`src/rtl/mac_block_reader.sv`:
```
// Consumer end of the MAC block-read interface: requests a block, captures the unstallable
// result stream into a FIFO and replays it on valid/ready. Option: MAC_BLOCK_READER_CHECKSUM_EN.
module mac_block_reader #(
  parameter int BLOCK_WORDS  = 64,
  parameter int FIFO_DEPTH   = 16,
  parameter int WAIT_TIMEOUT = 256
) (
  input  logic        CLK,
  input  logic        RST_N,
  input  logic        EN_start,
  output logic        RDY_start,
  input  logic        RDY_blockRead,
  output logic        EN_blockRead,
  input  logic        VALID_memVal,
  input  logic [31:0] memVal_data,
  output logic [31:0] out_data,
  output logic        out_valid,
  input  logic        out_ready,
  output logic        done,
  output logic        overflow,
  output logic        timeout
`ifdef MAC_BLOCK_READER_CHECKSUM_EN
  ,
  output logic [31:0] checksum,
  output logic        checksum_valid
`endif
);

  localparam int CNT_W  = $clog2(BLOCK_WORDS + 1);
  localparam int PTR_W  = $clog2(FIFO_DEPTH);
  localparam int OCC_W  = $clog2(FIFO_DEPTH + 1);
  localparam int WAIT_W = $clog2(WAIT_TIMEOUT + 1);

  typedef enum logic [2:0] {
    S_IDLE,
    S_REQ,
    S_WAIT,
    S_CAPTURE,
    S_DRAIN
  } state_t;

  state_t state, state_next;

  logic [CNT_W-1:0]  word_cnt;
  logic [WAIT_W-1:0] wait_cnt;
  logic [31:0]       mem [FIFO_DEPTH];
  logic [PTR_W-1:0]  wr_ptr, rd_ptr, rd_next;
  logic [OCC_W-1:0]  occ, remain;
  logic [31:0]       head_next;

  logic start_acc, push_req, push, pop, drop;
  logic fifo_full, fifo_empty, last_word, wait_expired;

  assign start_acc    = (state == S_IDLE) && EN_start;
  assign push_req     = ((state == S_WAIT) || (state == S_CAPTURE)) && VALID_memVal;
  assign fifo_full    = (occ == OCC_W'(FIFO_DEPTH));
  assign fifo_empty   = (occ == '0);
  assign out_valid    = !fifo_empty;
  assign pop          = out_valid && out_ready;
  // A pop in the same cycle frees a slot, so a full FIFO still accepts the word.
  assign push         = push_req && (!fifo_full || pop);
  assign drop         = push_req && fifo_full && !pop;
  assign last_word    = (word_cnt == CNT_W'(BLOCK_WORDS - 1));
  assign wait_expired = (wait_cnt == WAIT_W'(WAIT_TIMEOUT - 1));

  always_ff @(posedge CLK or negedge RST_N) begin
    if (!RST_N) state <= S_IDLE;
    else        state <= state_next;
  end

  always_comb begin
    state_next   = state;
    RDY_start    = 1'b0;
    EN_blockRead = 1'b0;
    done         = 1'b0;
    case (state)
      S_IDLE: begin
        RDY_start = 1'b1;
        if (EN_start) state_next = S_REQ;
      end
      S_REQ: begin
        if (RDY_blockRead) begin
          EN_blockRead = 1'b1;
          state_next   = S_WAIT;
        end
      end
      S_WAIT: begin
        if (VALID_memVal)      state_next = last_word ? S_DRAIN : S_CAPTURE;
        else if (wait_expired) state_next = S_IDLE;
      end
      S_CAPTURE: begin
        if (VALID_memVal && last_word) state_next = S_DRAIN;
      end
      S_DRAIN: begin
        if (fifo_empty) begin
          done       = 1'b1;
          state_next = S_IDLE;
        end
      end
      default: state_next = S_IDLE;
    endcase
  end

  always_ff @(posedge CLK or negedge RST_N) begin
    if (!RST_N) begin
      word_cnt <= '0;
      wait_cnt <= '0;
      overflow <= 1'b0;
      timeout  <= 1'b0;
    end else begin
      if (start_acc) begin
        word_cnt <= '0;
        overflow <= 1'b0;
        timeout  <= 1'b0;
      end else begin
        if (push_req) word_cnt <= word_cnt + CNT_W'(1);
        if (drop) overflow <= 1'b1;
        if ((state == S_WAIT) && !VALID_memVal && wait_expired) timeout <= 1'b1;
      end
      if (state == S_REQ)
        wait_cnt <= '0;
      else if ((state == S_WAIT) && !VALID_memVal)
        wait_cnt <= wait_cnt + WAIT_W'(1);
    end
  end

  // Next head word: the word being pushed when it lands in an emptied FIFO, else storage.
  always_comb begin
    rd_next   = pop ? rd_ptr + PTR_W'(1) : rd_ptr;
    remain    = occ - OCC_W'(pop);
    head_next = out_data;
    if (push && (remain == '0))
      head_next = memVal_data;
    else if (remain != '0)
      head_next = mem[rd_next];
  end

  always_ff @(posedge CLK) begin
    if (push) mem[wr_ptr] <= memVal_data;
  end

  always_ff @(posedge CLK or negedge RST_N) begin
    if (!RST_N) begin
      wr_ptr   <= '0;
      rd_ptr   <= '0;
      occ      <= '0;
      out_data <= '0;
    end else begin
      if (push) wr_ptr <= wr_ptr + PTR_W'(1);
      rd_ptr   <= rd_next;
      occ      <= occ + OCC_W'(push) - OCC_W'(pop);
      out_data <= head_next;
    end
  end

`ifdef MAC_BLOCK_READER_CHECKSUM_EN
  logic [31:0] sum_q;

  // Dropped words still count: the sum covers everything the MAC streamed.
  always_ff @(posedge CLK or negedge RST_N) begin
    if (!RST_N)         sum_q <= '0;
    else if (start_acc) sum_q <= '0;
    else if (push_req)  sum_q <= sum_q + memVal_data;
  end

  assign checksum       = sum_q;
  assign checksum_valid = done;
`endif

endmodule

```
`config.mk`:
```
export PLATFORM = sky130hd
export DESIGN_NAME = mac_block_reader
export DESIGN_NICKNAME = d
export VERILOG_FILES = /design/src/rtl/mac_block_reader.sv
export SDC_FILE = /design/constraint.sdc
export NUM_CORES = 1
export LEC_CHECK = 0
export BUFFER_PORTS_ARGS = -buffer_cell sky130_fd_sc_hd__buf_2
export CAP_MARGIN = 20
export CORE_UTILIZATION = 45
export CTS_CLUSTER_SIZE = 12
export DETAILED_ROUTE_END_ITERATION = 8
export GPL_TIMING_DRIVEN = 0
export PLACE_DENSITY = 0.61
export SLEW_MARGIN = 20
export SYNTH_ARGS = -nofsm -noshare
export SYNTH_HDL_FRONTEND = slang
export SYNTH_SLANG_ARGS = --single-unit
```
`constraint.sdc`:
```
create_clock -name CLK -period 7.8 [get_ports CLK]
set_input_delay 1.17 -clock CLK [delete_from_list [all_inputs] [get_ports CLK]]
set_output_delay 1.17 -clock CLK [all_outputs]
set_load 0.1 [all_outputs]
```
==> run_summary.xml <==
<?xml version="1.0" encoding="UTF-8"?>
<metrics>
  <group name="routing">
    <metric name="drt_drc_violations_left" unit="">0</metric>
    <metric name="vias" unit="">15760</metric>
    <metric name="ant_nets" unit="">0</metric>
    <metric name="drt-vias-per-instance" unit="">6.478</metric>
    <metric name="top_layer_used" unit="">met4</metric>
    <metric name="drt-met1-wl" unit="um">30800</metric>
    <metric name="first_pass_iters" unit="">5</metric>
    <metric name="met3_length" unit="um">5744</metric>
    <metric name="drtIter0Drc" unit="">1583</metric>
    <metric name="drt-total-wl" unit="um">75430</metric>
    <metric name="detailroute.wirelength.met2" unit="um">36720</metric>
    <metric name="drt-wirelength-per-cell" unit="um">31.00</metric>
  </group>
  <group name="hold_path">
    <metric name="hold_path.startpoint" unit="">wait_cnt[8]$_DFFE_PN0P_</metric>
    <metric name="hold_path.class" unit="">reg2reg</metric>
    <metric name="worstHoldPathCells" unit="">2</metric>
  </group>
  <group name="final_layout">
    <metric name="finalNetCount" unit="">1657</metric>
    <metric name="layout-area-overhead-vs-synth" unit="%">13.22</metric>
    <metric name="final_cell_count_no_fill" unit="">2433</metric>
    <metric name="ratio_of_cells_with_drive_above_1_in_the_final_layout" unit="">0.3818</metric>
  </group>
  <group name="cts">
    <metric name="post_cts.resized_instances" unit="">0</metric>
    <metric name="cts_hold_buf" unit="">0</metric>
    <metric name="cts_root_buffer" unit="">sky130_fd_sc_hd__clkbuf_16</metric>
    <metric name="cts-root-to-sink-buffers" unit="">3</metric>
    <metric name="clock_insertion_delay_worst_skew" unit="ns">0.60</metric>
    <metric name="numClockSinks" unit="">578</metric>
    <metric name="clock_tree_from_tritoncts" unit="">built</metric>
    <metric name="clkTransAtPathRegs" unit="ns">0.06</metric>
    <metric name="cts_buffers" unit="">66</metric>
    <metric name="cts_setup_buffers" unit="">0</metric>
    <metric name="cts_max_level" unit="">3</metric>
  </group>
  <group name="logic_synthesis">
    <metric name="post_synth_edffs" unit="">512</metric>
    <metric name="syn-cell-area" unit="um2">27350</metric>
    <metric name="synth_top_area_frac" unit="">0.5622</metric>
    <metric name="synthFlopType" unit="">sky130_fd_sc_hd__edfxtp_1</metric>
    <metric name="synth.most_common_cell" unit="">sky130_fd_sc_hd__edfxtp_1</metric>
    <metric name="postSynthRegisterBits" unit="">578</metric>
    <metric name="post_synth_main_area_contributors" unit="">sky130_fd_sc_hd__edfxtp_1 56%, sky130_fd_sc_hd__mux4_2 21%, sky130_fd_sc_hd__dfrtp_1 6.0%</metric>
    <metric name="synthesis.instances" unit="">1452</metric>
    <metric name="post_synth_most_frequent_cells" unit="">512 x sky130_fd_sc_hd__edfxtp_1, 252 x sky130_fd_sc_hd__mux4_2, 88 x sky130_fd_sc_hd__mux2_2</metric>
    <metric name="synth-seq-area-share" unit="">0.6226</metric>
    <metric name="syn-mean-instance-area" unit="um2">18.83</metric>
    <metric name="cell_accounting_for_the_most_synthesized_area" unit="">sky130_fd_sc_hd__edfxtp_1</metric>
    <metric name="proportion_of_synthesized_flip_flops_having_asynchronous_set_or_reset" unit="">0.1142</metric>
    <metric name="yosys.cell_types.count" unit="">61</metric>
    <metric name="syn_nets" unit="">1509</metric>
    <metric name="yosysWarnings" unit="">0</metric>
  </group>
  <group name="sta">
    <metric name="rsz0062_at_grt" unit="">false</metric>
    <metric name="worstMarginPinSlew" unit="ns">1.087</metric>
    <metric name="fin_hold_ws" unit="ns">0.4835</metric>
    <metric name="aggregate_negative_setup_slack" unit="ns">0</metric>
    <metric name="finalWorstPathRequiredPeriod" unit="ns">4.801</metric>
    <metric name="hold_violations" unit="">0</metric>
    <metric name="finalCritPeriodShare" unit="">0.6155</metric>
    <metric name="relSlewSlack" unit="">0.2750</metric>
    <metric name="finalSetupViolCount" unit="">0</metric>
    <metric name="finalClockSkew" unit="ns">0.02535</metric>
    <metric name="final_max_slew_viol_count" unit="">0</metric>
    <metric name="max_clock_freq" unit="MHz">208.3</metric>
  </group>
  <group name="outcome">
    <metric name="status" unit="">finished, final reports clean</metric>
  </group>
  <group name="critical_path">
    <metric name="category_of_the_worst_setup_path_launch_point" unit="">flip-flop</metric>
    <metric name="critPathTopFamily" unit="">buffers and inverters</metric>
    <metric name="startpoint_of_the_worst_slack_reg_to_reg_timing_path" unit="">occ[2]$_DFF_PN0_</metric>
    <metric name="worst_setup_path_end_kind" unit="">flip-flop</metric>
    <metric name="cp_slowest_stage_delay" unit="ns">0.74</metric>
    <metric name="reg2reg_depth" unit="">14</metric>
    <metric name="timing.critical_path.from" unit="">occ[2]$_DFF_PN0_</metric>
    <metric name="worst_ep_arrival_time" unit="ns">5.24</metric>
    <metric name="worstSetupEndpoint" unit="">out_data[5]$_DFFE_PN0P_</metric>
    <metric name="cp_num_buf_inv" unit="">7</metric>
    <metric name="timing.setup.critical_path_class" unit="">reg2reg</metric>
    <metric name="crit_slowest_cell" unit="">sky130_fd_sc_hd__o31ai_2</metric>
    <metric name="r2r-end" unit="">out_data[5]$_DFFE_PN0P_</metric>
    <metric name="crit_path_cell_trace" unit="">inv_1, ha_1, nor4b_4, inv_2, nand2_2, inv_2, buf_2, buf_4, ha_1, o31ai_2, and2_0, clkbuf_1, clkbuf_1, o41ai_1</metric>
    <metric name="critPathMaxFanout" unit="">11</metric>
    <metric name="cp.depth" unit="">14</metric>
    <metric name="timing.critical_path.required" unit="ns">8.24</metric>
    <metric name="reg2reg_setup_slack" unit="ns">3.00</metric>
  </group>
  <group name="pwr">
    <metric name="ir_worst_vdd" unit="mV">0.2343</metric>
    <metric name="power.density" unit="nW/um2">410.8</metric>
    <metric name="power_total" unit="mW">12.72</metric>
    <metric name="static-leakage-power" unit="nW">10.08</metric>
  </group>
  <group name="grt">
    <metric name="antenna_found_initial" unit="">1</metric>
    <metric name="gr-usage-all-layers" unit="">0.2472</metric>
    <metric name="grt_overflow_total" unit="">0</metric>
    <metric name="grt_max_degree" unit="">49</metric>
    <metric name="grt_pass1_vias" unit="">16490</metric>
    <metric name="grt_first_pass_wirelength" unit="um">110200</metric>
  </group>
  <group name="floorplanning">
    <metric name="core_ar" unit="um2">60250</metric>
    <metric name="fp.dieW" unit="um">248.5</metric>
    <metric name="row_count" unit="">90</metric>
    <metric name="die_area" unit="um2">61760</metric>
    <metric name="ios" unit="">76</metric>
    <metric name="initial_utilization" unit="">0.4539</metric>
    <metric name="die-height" unit="um">248.5</metric>
  </group>
  <group name="run">
    <metric name="drv_cap" unit="">0</metric>
  </group>
  <group name="placed_design">
    <metric name="place_inst" unit="">2314</metric>
    <metric name="gp_routability_congestion" unit="">0.8162</metric>
    <metric name="post-dp-hpwl" unit="um">47170</metric>
    <metric name="port-buffer-count" unit="">75</metric>
  </group>
</metrics>
## layer usage
metal	global-route usage	vias to the layer above
met1	0.3395	8405
met4	0.08199	0
met3	0.04857	140
met2	0.3980	727
li1	-	6490
met5	0	-
## registers in the layout, indices dropped and copies added (netlist names)
| signal | cells |
|---|---|
| wr_ptr | 4 |
| out_data | 32 |
| wait_cnt | 9 |
| overflow | 1 |
| state | 3 |
| mem | 512 |
| rd_ptr | 4 |
| timeout | 1 |
| occ | 5 |
| word_cnt | 7 |
## per-stage QoR
step	instance area (um2)	setup WS [ns]	util
finish	30960	2.999	0.5140
floorplan	27350	3.963	-
global route	30960	2.820	0.5139
global placement	28700	2.316	0.4764
detailed placement	28890	2.879	0.4795
CTS	30950	2.870	0.5138
## power breakdown
part	switching [mW]	total (mW)	internal, mW	leakage [nW]
clock network	1.23	2.99	1.76	1.01
registers	0.168	3.81	3.64	5.41
logic	3.55	5.92	2.37	3.66
total	4.95	12.7	7.77	10.1
## tightest hold or removal path, delay by kind of cell (launching register included)
family           cells  cell delay [ns]
AO/OA/AOI/OAI        1             0.07
flip-flops           1             0.34
AND/OR/NAND/NOR      1             0.04
## worst min path at each step
stage                                           to  slack, ns
final                      wait_cnt[8]$_DFFE_PN0P_       0.48
after global routing      out_data[16]$_DFFE_PN0P_       0.48
after CTS                 out_data[16]$_DFFE_PN0P_       0.47
after detailed placement   wait_cnt[8]$_DFFE_PN0P_       0.48
after global placement         timeout$_DFFE_PN0P_       0.47
after floorplan            wait_cnt[8]$_DFFE_PN0P_       0.45
## kinds of logic (layout without fill, tap and decap cells)
kind of cell / after synthesis / in the layout / share of synthesized area
flip-flops: 578 / 578 / 0.6226
AO/OA/AOI/OAI: 169 / 169 / 0.05161
adder cells (fa/ha/maj): 19 / 19 / 0.008968
other: 0 / 1 / 0
multiplexers: 357 / 357 / 0.2505
AND/OR/NAND/NOR: 176 / 176 / 0.03624
XOR/XNOR: 21 / 21 / 0.006725
buffers and inverters: 132 / 330 / 0.02333
## final cells by class
type	instances	area [um2]
Sequential cell	578	17030
Multi-Input combinational cell	742	9733
Fill cell	4810	29280
Clock buffer	97	1913
Buffer	116	579.3
Clock inverter	21	155.1
Tap cell	782	978.4
Inverter	16	60.06
Antenna cell	1	2.502
Timing Repair Buffer	80	515.5
## placed cells by master, fill, tap and decap left out, types with 20 or more instances in the layout
master and instances:
sky130_fd_sc_hd__edfxtp_1 512, sky130_fd_sc_hd__clkbuf_1 62, sky130_fd_sc_hd__nand3_1 41, sky130_fd_sc_hd__mux4_2 252, sky130_fd_sc_hd__nor2_1 25, sky130_fd_sc_hd__clkbuf_16 70, sky130_fd_sc_hd__buf_2 134, sky130_fd_sc_hd__a2111oi_0 27
sky130_fd_sc_hd__nor2b_1 34, sky130_fd_sc_hd__o41ai_2 20, sky130_fd_sc_hd__dfrtp_1 66, sky130_fd_sc_hd__nand2_1 20, sky130_fd_sc_hd__mux2_2 88, sky130_fd_sc_hd__o22ai_1 62
(Power assumes the default switching activity.)
